--- config.mk ---
export PLATFORM = sky130hd
export DESIGN_NAME = serial_tx_framer
export DESIGN_NICKNAME = d
export VERILOG_FILES = /design/src/rtl/serial_tx_framer.sv
export SDC_FILE = /design/constraint.sdc
export NUM_CORES = 1
export LEC_CHECK = 0
export BUFFER_PORTS_ARGS = -buffer_cell sky130_fd_sc_hd__buf_2
export CAP_MARGIN = 40
export CORE_UTILIZATION = 50
export CTS_CLUSTER_SIZE = 24
export DETAILED_ROUTE_END_ITERATION = 10
export GPL_TIMING_DRIVEN = 0
export PLACE_DENSITY = 0.72
export SLEW_MARGIN = 20
export SYNTH_ARGS = -nofsm -noshare
export SYNTH_HDL_FRONTEND = slang
export SYNTH_SLANG_ARGS = --single-unit
export TNS_END_PERCENT = 5
--- constraint.sdc ---
create_clock -name clk -period 2.65 [get_ports clk]
set_clock_uncertainty 0.2 [all_clocks]
set_input_delay 0 -clock clk [delete_from_list [all_inputs] [get_ports clk]]
set_output_delay 0 -clock clk [all_outputs]
set_load 0.01 [all_outputs]
--- src/rtl/serial_tx_framer.sv ---
`default_nettype none
// ============================================================================
//  Module   : serial_tx_framer
//  Purpose  : Serial frame transmitter. A start request latches a parallel
//             word. The block then shifts out a fixed start sequence, the
//             data word MSB-first and an optional parity bit on a single
//             registered line, and finally pulses done. It supports a
//             synchronous abort and back-to-back frames.
//  Ports    : clk      - rising-edge clock
//             rst      - asynchronous active-high reset
//             start    - frame request (accepted in IDLE/DONE when abort=0)
//             abort    - synchronous cancel of a frame in flight
//             tx_data  - word to send, latched when start is accepted
//             s_data   - serial line (registered)
//             busy     - high while frame bits are on the line (registered)
//             done     - one-cycle pulse after a completed frame (registered)
//  Revision : 1.0 - initial release
// ============================================================================
module serial_tx_framer #(
   parameter int               DATA_W     = 55,
   parameter int               SEQ_W      = 6,
   parameter logic [SEQ_W-1:0] START_SEQ  = 6'b011111,
   parameter bit               PARITY_EN  = 1'b0,
   parameter bit               PARITY_ODD = 1'b0
) (
   input  logic              clk,
   input  logic              rst,
   input  logic              start,
   input  logic              abort,
   input  logic [DATA_W-1:0] tx_data,
   output logic              s_data,
   output logic              busy,
   output logic              done
);

   localparam int MAX_W = (SEQ_W > DATA_W) ? SEQ_W : DATA_W;
   localparam int CNT_W = $clog2(MAX_W + 1);

   localparam logic [CNT_W-1:0] C_SEQ_LEN  = CNT_W'(SEQ_W);
   localparam logic [CNT_W-1:0] C_DATA_LEN = CNT_W'(DATA_W);
   localparam logic [CNT_W-1:0] C_ONE      = CNT_W'(1);

   typedef enum logic [2:0] {
      S_IDLE = 3'd0,
      S_SEQ  = 3'd1,
      S_DATA = 3'd2,
      S_PAR  = 3'd3,
      S_DONE = 3'd4
   } state_t;

   state_t              r_state;
   logic [SEQ_W-1:0]    r_seq;
   logic [DATA_W-1:0]   r_shift;
   logic                r_par;
   logic [CNT_W-1:0]    r_cnt;

   logic                w_accept;
   logic                w_parity;

   assign w_accept = start & ~abort;
   // Parity is taken from the word being latched, so later tx_data changes
   // cannot disturb it.
   assign w_parity = PARITY_ODD ? ~^tx_data : ^tx_data;

   // The state names the bit class currently on the line. The outputs are
   // produced on the same edge that selects the next bit, so every output is
   // a flop. r_cnt holds the number of bits of the current class still on
   // the line, including the one being driven now.
   always_ff @(posedge clk or posedge rst) begin
      if (rst) begin
         r_state <= S_IDLE;
         r_seq   <= '0;
         r_shift <= '0;
         r_par   <= 1'b0;
         r_cnt   <= '0;
         s_data  <= 1'b0;
         busy    <= 1'b0;
         done    <= 1'b0;
      end else begin
         done <= 1'b0;
         case (r_state)
            S_IDLE, S_DONE: begin
               s_data <= 1'b0;
               busy   <= 1'b0;
               if (w_accept) begin
                  // The first start-sequence bit goes out right away. The
                  // rest of the pattern is queued in r_seq.
                  r_state <= S_SEQ;
                  r_cnt   <= C_SEQ_LEN;
                  r_seq   <= START_SEQ << 1;
                  r_shift <= tx_data;
                  r_par   <= w_parity;
                  s_data  <= START_SEQ[SEQ_W-1];
                  busy    <= 1'b1;
               end else begin
                  r_state <= S_IDLE;
               end
            end

            S_SEQ: begin
               if (abort) begin
                  r_state <= S_IDLE;
                  s_data  <= 1'b0;
                  busy    <= 1'b0;
               end else if (r_cnt == C_ONE) begin
                  r_state <= S_DATA;
                  r_cnt   <= C_DATA_LEN;
                  s_data  <= r_shift[DATA_W-1];
                  r_shift <= r_shift << 1;
               end else begin
                  r_cnt   <= r_cnt - C_ONE;
                  s_data  <= r_seq[SEQ_W-1];
                  r_seq   <= r_seq << 1;
               end
            end

            S_DATA: begin
               if (abort) begin
                  r_state <= S_IDLE;
                  s_data  <= 1'b0;
                  busy    <= 1'b0;
               end else if (r_cnt == C_ONE) begin
                  r_cnt <= C_ONE;
                  if (PARITY_EN) begin
                     r_state <= S_PAR;
                     s_data  <= r_par;
                  end else begin
                     r_state <= S_DONE;
                     s_data  <= 1'b0;
                     busy    <= 1'b0;
                     done    <= 1'b1;
                  end
               end else begin
                  r_cnt   <= r_cnt - C_ONE;
                  s_data  <= r_shift[DATA_W-1];
                  r_shift <= r_shift << 1;
               end
            end

            S_PAR: begin
               s_data <= 1'b0;
               busy   <= 1'b0;
               r_cnt  <= C_ONE;
               if (abort) begin
                  r_state <= S_IDLE;
               end else begin
                  r_state <= S_DONE;
                  done    <= 1'b1;
               end
            end

            default: begin
               r_state <= S_IDLE;
               s_data  <= 1'b0;
               busy    <= 1'b0;
            end
         endcase
      end
   end

endmodule
`default_nettype wire

==> impl_results.html, run 1 <==
<table>
<tr><th>Metric</th><th>Value</th></tr>
<tr><th colspan="2">Final layout</th></tr>
<tr><td>Leading cell type in the layout, fill and taps excluded</td><td>dfrtp_1</td></tr>
<tr><td>Commonest non-fill, non-tap cells in the layout</td><td>72 x dfrtp_1, 65 x buf_2, 59 x mux2_2, 59 x dlygate4sd3_1, 50 x mux2_4</td></tr>
<tr><td>Layout overhead on the synthesized area</td><td>32.8%</td></tr>
<tr><td>Ant diodes</td><td>0</td></tr>
<tr><td>Share of the core filled with cells</td><td>69.5%</td></tr>
<tr><td>Count of nets after finishing</td><td>472</td></tr>
<tr><td>Final design instance area without fill</td><td>5120 um2</td></tr>
<tr><td>Share of cells above drive strength 1</td><td>48.6%</td></tr>
<tr><td>Number of filler cells placed in the layout</td><td>541</td></tr>
<tr><th colspan="2">Worst setup path</th></tr>
<tr><td>Kind of launch point of the worst setup path</td><td>flip-flop</td></tr>
<tr><td>Critical path class</td><td>flip-flop to flip-flop</td></tr>
<tr><td>Reg-to-reg startpoint</td><td>r_state[0]$_DFFE_PP0P_</td></tr>
<tr><td>Highest fanout seen on the critical path</td><td>10</td></tr>
<tr><td>Critical path endpoint category</td><td>flip-flop</td></tr>
<tr><td>Endpoint arrival time on the critical path</td><td>2.57 ns</td></tr>
<tr><td>Capture point of the critical path</td><td>busy$_DFFE_PP0P_</td></tr>
<tr><td>Worst setup path startpoint</td><td>r_state[0]$_DFFE_PP0P_</td></tr>
<tr><td>Capture instance of the worst register-to-register path</td><td>busy$_DFFE_PP0P_</td></tr>
<tr><td>Depth of the most critical reg-to-reg path</td><td>6</td></tr>
<tr><td>Critical Path RT</td><td>2.73 ns</td></tr>
<tr><td>R2r setup slk</td><td>0.16 ns</td></tr>
<tr><th colspan="2">CTS</th></tr>
<tr><td>Number of clock buffers inserted by TritonCTS</td><td>9</td></tr>
<tr><td>Clock latency on the worst-skew pair</td><td>0.34 ns</td></tr>
<tr><td>Clock edge transition at the registers on the reported setup and hold paths</td><td>0.08 ns</td></tr>
<tr><td>Clock tree from TritonCTS</td><td>done</td></tr>
<tr><td>Buffer levels on the longest clock path</td><td>2</td></tr>
<tr><td>CTS root buf</td><td>clkbuf_8</td></tr>
<tr><td>Clock sink count</td><td>72</td></tr>
<tr><td>Clock H-tree levels</td><td>3</td></tr>
<tr><td>Setup fix buffers added after clock tree synthesis</td><td>0</td></tr>
<tr><th colspan="2">Placement</th></tr>
<tr><td>Post-DP HPWL</td><td>4.96 mm</td></tr>
<tr><td>Setup Slack @ Placement</td><td>0.0198 ns</td></tr>
<tr><td>Number of buffers inserted by port buffering</td><td>61</td></tr>
<tr><td>Routability congestion estimate</td><td>0.826</td></tr>
<tr><td>Area after DPL</td><td>4310 um2</td></tr>
<tr><th colspan="2">STA</th></tr>
<tr><td>Highest clock rate</td><td>401 MHz</td></tr>
<tr><td>Worst-margin pin slew</td><td>0.596 ns</td></tr>
<tr><td>Slew Viols, Final</td><td>0</td></tr>
<tr><td>Worst Hold Margin</td><td>0.0347 ns</td></tr>
<tr><td>Final period util</td><td>94.0%</td></tr>
<tr><td>Setup repair after global routing missed its margin</td><td>false</td></tr>
<tr><td>Final Worst Setup Slack</td><td>0.158 ns</td></tr>
<tr><td>Period minus WS final</td><td>2.49 ns</td></tr>
<tr><td>Final setup violation count</td><td>0</td></tr>
<tr><td>Worst rel slew slack</td><td>60.0%</td></tr>
<tr><td>Fin. Hold Viols</td><td>0</td></tr>
<tr><th colspan="2">Drt</th></tr>
<tr><td>Post-DRT Antenna Nets</td><td>0</td></tr>
<tr><td>Via count of the routed design</td><td>2,676</td></tr>
<tr><td>Initial DRC Count</td><td>146</td></tr>
<tr><td>Mean routed wirelength per cell</td><td>15.8 um</td></tr>
<tr><td>DR vias/cell</td><td>5.20</td></tr>
<tr><td>Number of iterations in the first detailed-routing pass</td><td>4</td></tr>
<tr><td>Drc violations</td><td>0</td></tr>
<tr><td>Total Routed Length</td><td>8.13 mm</td></tr>
<tr><th colspan="2">Pwr</th></tr>
<tr><td>Pwr Density</td><td>860 nW/um2</td></tr>
<tr><td>Maximum resistive drop on vdd</td><td>493 uV</td></tr>
<tr><td>Leakage power figure</td><td>2.39 nW</td></tr>
<tr><td>Power after layout</td><td>4.41 mW</td></tr>
<tr><th colspan="2">Run status</th></tr>
<tr><td>Run status</td><td>finished, final reports clean</td></tr>
<tr><th colspan="2">Logic synthesis</th></tr>
<tr><td>Cells taking the most area after synthesis</td><td>dfrtp_1 47%, mux2_4 19%, mux2_2 17%</td></tr>
<tr><td>Area leader, netlist</td><td>dfrtp_1</td></tr>
<tr><td>YS warnings</td><td>0</td></tr>
<tr><td>Number of enable-type register cells in the synthesized netlist</td><td>0</td></tr>
<tr><td>Post-synth top flop</td><td>dfrtp_1</td></tr>
<tr><td>Mean instance size in the synthesized netlist</td><td>13.9 um2</td></tr>
<tr><td>Sequential cell area fraction in the yosys report</td><td>46.7%</td></tr>
<tr><td>Proportion of netlist area held by the largest area contributor</td><td>46.7%</td></tr>
<tr><td>Count of distinct cell types in the synthesized netlist</td><td>45</td></tr>
<tr><td>Gate count of the mapped netlist</td><td>278</td></tr>
<tr><td>Net count after synthesis</td><td>339</td></tr>
<tr><td>Flip-flop and latch count after synthesis</td><td>72</td></tr>
<tr><td>Asr flop ratio synth</td><td>100%</td></tr>
<tr><td>Cell area after technology mapping</td><td>3860 um2</td></tr>
<tr><th colspan="2">GRT</th></tr>
<tr><td>Number of global-route vias before repair</td><td>2,814</td></tr>
<tr><td>Pin count of the biggest net entering global routing</td><td>38</td></tr>
<tr><td>Wire length of the first global-routing pass</td><td>13.8 mm</td></tr>
<tr><td>GRT Util Overall</td><td>21.6%</td></tr>
<tr><td>Antenna violations before repair</td><td>0</td></tr>
<tr><td>Total congestion overflow after global routing</td><td>0</td></tr>
<tr><th colspan="2">Floorplanning</th></tr>
<tr><td>Std cell rows</td><td>31</td></tr>
<tr><td>Die width</td><td>89.8 um</td></tr>
<tr><td>Initial core utilization</td><td>52.3%</td></tr>
<tr><td>Die Outline Area</td><td>8070 um2</td></tr>
<tr><td>Count of pins on the block boundary</td><td>62</td></tr>
<tr><td>Floorplan Core Area</td><td>7370 um2</td></tr>
<tr><td>Die height</td><td>89.8 um</td></tr>
<tr><th colspan="2">Min path</th></tr>
<tr><td>Class of the tightest hold or removal check</td><td>input pin to async pin</td></tr>
<tr><th colspan="2">Flow run</th></tr>
<tr><td>Number of max-cap violations</td><td>0</td></tr>
</table>
## logic make-up (layout without fill, tap and decap cells)
group                      after synthesis  count (layout)  synth area share, %
xor gates and xnor gates                 1               1                0.227
AOI/OAI and AO/OA                       29              29                 6.03
DFF                                     72              72                 46.7
and+or+nand+nor                         41              41                 5.74
muxes                                  112             112                 37.5
buffers and inverters                   21             159                 3.18
adders and majority gates                2               2                0.649
## flip-flops by register name (all words and copies together) (netlist names)
register and cells:
r_state 3, r_seq 5, busy 1, r_shift 55, r_cnt 6, done 1
s_data 1
## where the power goes
| group | internal (mW) | switching (mW) |
|---|---|---|
| logic | 1.03 | 0.530 |
| registers | 1.60 | 0.312 |
| clock network | 0.512 | 0.421 |
## metrics by stage
step	cells	TNS, ns
2_1_floorplan	278	0
3_3_place_gp	438	-20.61
3_5_place_dp	440	0
4_1_cts	515	0
5_1_grt	515	0
6_report	515	0
## how the worst min path moves through the flow
stage	start	end	slack (ns)	depth (start not counted)
2_1_floorplan	abort	busy$_DFFE_PP0P_	-0.13	1
3_3_place_gp	abort	busy$_DFFE_PP0P_	0.08	2
3_5_place_dp	rst	r_shift[36]$_DFFE_PP0P_	-0.15	2
4_1_cts	rst	r_shift[36]$_DFFE_PP0P_	0.03	3
5_1_grt	rst	r_shift[38]$_DFFE_PP0P_	0.08	3
6_report	rst	r_shift[38]$_DFFE_PP0P_	0.03	3
## synth_stat cells (2+ instances only)
cell type	count
buf_6	5
buf_2	2
a21oi_1	4
dfrtp_1	72
mux2i_1	3
o21ai_0	6
nor2b_1	2
ha_1	2
nand2_1	9
mux2_4	50
a2bb2oi_1	2
and3_1	3
a22o_1	2
inv_1	4
mux2_2	59
o211a_1	3
clkbuf_1	7
nor3_1	2
a211o_1	2
nor2_1	13
buf_1	2
## worst max-delay path, stage by stage, from the launching register on
cell	delay, ns
dfrtp_1	0.38
clkbuf_1	0.34
nand2b_1	0.15
a311oi_1	0.57
a22oi_1	0.14
nor2_1	0.11
dlygate4sd3_1	0.55
## area by class of cell
cell class	count	area, um2	share of cell area, %
clock inverter	4	51.3	1.00
timing repair buffer	122	921	18.0
inverter	4	17.5	0.342
multi-input combinational	185	1930	37.7
sequential	72	1800	35.2
buffer	17	110	2.15
tap	99	124	2.42
clock buffer	12	165	3.22
## layer usage
metal	wire [um]	global-route usage [%]	part of all wire, %
met1	3680	27.4	45
met2	4150	37.2	51
met3	202	4.40	2.5
met4	91	6.15	1.1
met5	0	0	0
## timing repair
| action | 4_1_cts | 5_1_grt |
|---|---|---|
| gates resized for setup | 1 | 2 |
| hold buffers | 59 | 0 |
| endpoints found under the hold margin | 133 | 0 |
| endpoints found under the setup margin | 3 | 10 |
| gates cloned | 0 | 0 |
| pin swaps | 0 | 0 |
No activity file was read; power rests on OpenSTA's default activity.
==> inputs of run 2 (changes only) <==
==> constraint.sdc (replaced) <==
create_clock -name clk -period 2.42 [get_ports clk]
set_clock_uncertainty 0.2 [all_clocks]
set_input_delay 0 -clock clk [delete_from_list [all_inputs] [get_ports clk]]
set_output_delay 0 -clock clk [all_outputs]
set_load 0.01 [all_outputs]
==> impl_results.html, run 2 (synthesis results as in run 1) <==
<table>
<tr><th>Metric</th><th>Value</th></tr>
<tr><th colspan="2">STA</th></tr>
<tr><td>Final setup violation count</td><td>0</td></tr>
<tr><td>Worst Hold Margin</td><td>0.0291 ns</td></tr>
<tr><td>Slew Viols, Final</td><td>0</td></tr>
<tr><td>Highest clock rate</td><td>430 MHz</td></tr>
<tr><td>Final Worst Setup Slack</td><td>0.0953 ns</td></tr>
<tr><td>Setup repair after global routing missed its margin</td><td>false</td></tr>
<tr><td>Worst rel slew slack</td><td>61.9%</td></tr>
<tr><td>Final period util</td><td>96.1%</td></tr>
<tr><td>Worst-margin pin slew</td><td>0.571 ns</td></tr>
<tr><td>Fin. Hold Viols</td><td>0</td></tr>
<tr><td>Final TNS setup</td><td>0 ns</td></tr>
<tr><td>Period minus WS final</td><td>2.32 ns</td></tr>
<tr><th colspan="2">CTS</th></tr>
<tr><td>Number of clock buffers inserted by TritonCTS</td><td>9</td></tr>
<tr><td>Clock edge transition at the registers on the reported setup and hold paths</td><td>0.08 ns</td></tr>
<tr><td>Clock sink count</td><td>72</td></tr>
<tr><td>Clock tree from TritonCTS</td><td>done</td></tr>
<tr><td>Clock latency on the worst-skew pair</td><td>0.35 ns</td></tr>
<tr><td>Clock H-tree levels</td><td>3</td></tr>
<tr><td>CTS root buf</td><td>clkbuf_8</td></tr>
<tr><td>Buffer levels on the longest clock path</td><td>2</td></tr>
<tr><th colspan="2">GRT</th></tr>
<tr><td>Number of global-route vias before repair</td><td>2,882</td></tr>
<tr><td>Pin count of the biggest net entering global routing</td><td>38</td></tr>
<tr><td>Antenna violations before repair</td><td>0</td></tr>
<tr><td>GRT Util Overall</td><td>21.8%</td></tr>
<tr><td>Total congestion overflow after global routing</td><td>0</td></tr>
<tr><td>Wire length of the first global-routing pass</td><td>14.0 mm</td></tr>
<tr><th colspan="2">Final layout</th></tr>
<tr><td>Share of the core filled with cells</td><td>70.3%</td></tr>
<tr><td>Registers with the most flip-flops</td><td>r_shift x55, r_cnt x6, r_seq x5</td></tr>
<tr><td>Final design instance area without fill</td><td>5180 um2</td></tr>
<tr><td>Biggest register</td><td>r_shift</td></tr>
<tr><td>Commonest non-fill, non-tap cells in the layout</td><td>72 x dfrtp_1, 64 x buf_2, 59 x mux2_2, 58 x dlygate4sd3_1, 50 x mux2_4</td></tr>
<tr><td>Fin cells</td><td>520</td></tr>
<tr><td>Layout overhead on the synthesized area</td><td>34.2%</td></tr>
<tr><td>Max reg flops</td><td>55</td></tr>
<tr><td>Leading cell type in the layout, fill and taps excluded</td><td>dfrtp_1</td></tr>
<tr><td>Ant diodes</td><td>0</td></tr>
<tr><td>Number of filler cells placed in the layout</td><td>528</td></tr>
<tr><td>Count of nets after finishing</td><td>477</td></tr>
<tr><td>Share of cells above drive strength 1</td><td>49.9%</td></tr>
<tr><th colspan="2">Pwr</th></tr>
<tr><td>Sequential Power Share</td><td>42.6%</td></tr>
<tr><td>Internal</td><td>3.50 mW</td></tr>
<tr><td>Leakage power figure</td><td>2.42 nW</td></tr>
<tr><td>Pwr Density</td><td>947 nW/um2</td></tr>
<tr><td>Net load switching power</td><td>1.41 mW</td></tr>
<tr><td>Clk network pwr share</td><td>21.1%</td></tr>
<tr><td>Maximum resistive drop on vdd</td><td>547 uV</td></tr>
<tr><td>Share of power burned in combinational logic</td><td>36.4%</td></tr>
<tr><td>Power after layout</td><td>4.90 mW</td></tr>
<tr><td>Switching share of total power</td><td>28.7%</td></tr>
<tr><th colspan="2">Worst setup path</th></tr>
<tr><td>Kind of launch point of the worst setup path</td><td>flip-flop</td></tr>
<tr><td>Critical path endpoint category</td><td>flip-flop</td></tr>
<tr><td>Endpoint arrival time on the critical path</td><td>2.36 ns</td></tr>
<tr><td>Critical path cell sequence</td><td>ha_1 -&gt; buf_1 -&gt; and2_1 -&gt; buf_4 -&gt; o211ai_4 -&gt; buf_12 -&gt; buf_6 -&gt; mux2_4</td></tr>
<tr><td>Largest stage delay on the critical path</td><td>0.41 ns</td></tr>
<tr><td>Critical path class</td><td>flip-flop to flip-flop</td></tr>
<tr><td>Critical path buffer and inverter count</td><td>4</td></tr>
<tr><td>Critical Path RT</td><td>2.45 ns</td></tr>
<tr><td>Highest fanout seen on the critical path</td><td>10</td></tr>
<tr><td>Slowest-stage cell, CP</td><td>dfrtp_1</td></tr>
<tr><td>Crit-path leading delay family</td><td>buffers and inverters</td></tr>
<tr><th colspan="2">Placement</th></tr>
<tr><td>Setup Slack @ Placement</td><td>-0.210 ns</td></tr>
<tr><td>Area after DPL</td><td>4310 um2</td></tr>
<tr><td>Post-DP HPWL</td><td>4.96 mm</td></tr>
<tr><td>Inst Count DP</td><td>440</td></tr>
<tr><td>Routability congestion estimate</td><td>0.826</td></tr>
<tr><td>Number of buffers inserted by port buffering</td><td>61</td></tr>
<tr><th colspan="2">Floorplanning</th></tr>
<tr><td>Count of pins on the block boundary</td><td>62</td></tr>
<tr><td>Die Outline Area</td><td>8070 um2</td></tr>
<tr><td>Floorplan Core Area</td><td>7370 um2</td></tr>
<tr><td>Initial core utilization</td><td>52.3%</td></tr>
<tr><td>Std cell rows</td><td>31</td></tr>
<tr><td>Die width</td><td>89.8 um</td></tr>
<tr><td>Die height</td><td>89.8 um</td></tr>
<tr><th colspan="2">Drt</th></tr>
<tr><td>Drc violations</td><td>0</td></tr>
<tr><td>Number of iterations in the first detailed-routing pass</td><td>4</td></tr>
<tr><td>Initial DRC Count</td><td>141</td></tr>
<tr><td>Via count of the routed design</td><td>2,706</td></tr>
<tr><td>Post-DRT Antenna Nets</td><td>0</td></tr>
<tr><td>Total Routed Length</td><td>8.26 mm</td></tr>
<tr><td>Mean routed wirelength per cell</td><td>15.9 um</td></tr>
<tr><td>DR vias/cell</td><td>5.20</td></tr>
<tr><th colspan="2">Min path</th></tr>
<tr><td>Class of the tightest hold or removal check</td><td>input pin to async pin</td></tr>
<tr><th colspan="2">Run status</th></tr>
<tr><td>Run status</td><td>finished, final reports clean</td></tr>
<tr><th colspan="2">Flow run</th></tr>
<tr><td>Number of max-cap violations</td><td>0</td></tr>
</table>
run 2: cell count changes in the layout (fill, tap and decap cells not counted):
cell,delta
clkbuf_2,+1
nor2_2,+1
buf_12,+1
clkbuf_1,-1
buf_4,+6
buf_2,-1
nor2_1,-1
dlygate4sd3_1,-1
run 2: final timing paths:
check	startpoint	end	slack, ns	cells past startpoint
setup / recovery	r_cnt[0]$_DFFE_PP0P_	r_shift[42]$_DFFE_PP0P_	0.1	8
min in group clk	abort	busy$_DFFE_PP0P_	0.26	3
hold reg to reg	r_seq[4]$_DFFE_PP0P_	r_seq[5]$_DFFE_PP0P_	0.29	2
hold / removal	rst	r_shift[38]$_DFFE_PP0P_	0.03	3
max in group asynchronous	rst	r_shift[8]$_DFFE_PP0P_	1.44	4
setup reg to reg	r_cnt[0]$_DFFE_PP0P_	r_shift[42]$_DFFE_PP0P_	0.1	8
run 2: tightest hold or removal path, stage by stage:
cell	delay, ns
dlygate4sd3_1	0.54
buf_2	0.14
inv_4	0.34
run 2: cell type report:
type / count / area, um2 / area share, %
Multi-Input combinational cell: 185 / 1940 / 37.4
Sequential cell: 72 / 1800 / 34.8
Timing Repair Buffer: 127 / 968 / 18.7
Clock buffer: 12 / 165 / 3.19
Tap cell: 99 / 124 / 2.39
Buffer: 17 / 114 / 2.20
Clock inverter: 4 / 51.3 / 0.991
Inverter: 4 / 17.5 / 0.338
run 2: power groups by stage:
stage	registers, mW	logic (mW)	clock network [mW]
final	2.09	1.78	1.03
after detailed placement	2.08	1.63	0
after CTS	2.08	1.73	1.03
after floorplan	1.98	1.39	0
after global placement	2.06	1.57	0
after global routing	2.15	1.93	1.09
run 2: timing repair:
item | 4_1_cts | 5_1_grt
pin swaps | 2 | 1
setup endpoints to repair | 50 | 52
hold endpoints to repair | 133 | 0
cloned | 0 | 0
hold buffers | 58 | 0
gates resized for setup | 3 | 3
buffers inserted | 3 | 3
run 2: per-layer routing:
| metal | GRT usage (%) | up-vias | share of wire, % |
|---|---|---|---|
| li1 | - | 1283 | - |
| met1 | 26.8 | 1347 | 44 |
| met2 | 38.3 | 65 | 51 |
| met3 | 4.48 | 11 | 3.4 |
| met4 | 6.69 | 0 | 1.5 |
| met5 | 0 | - | 0 |
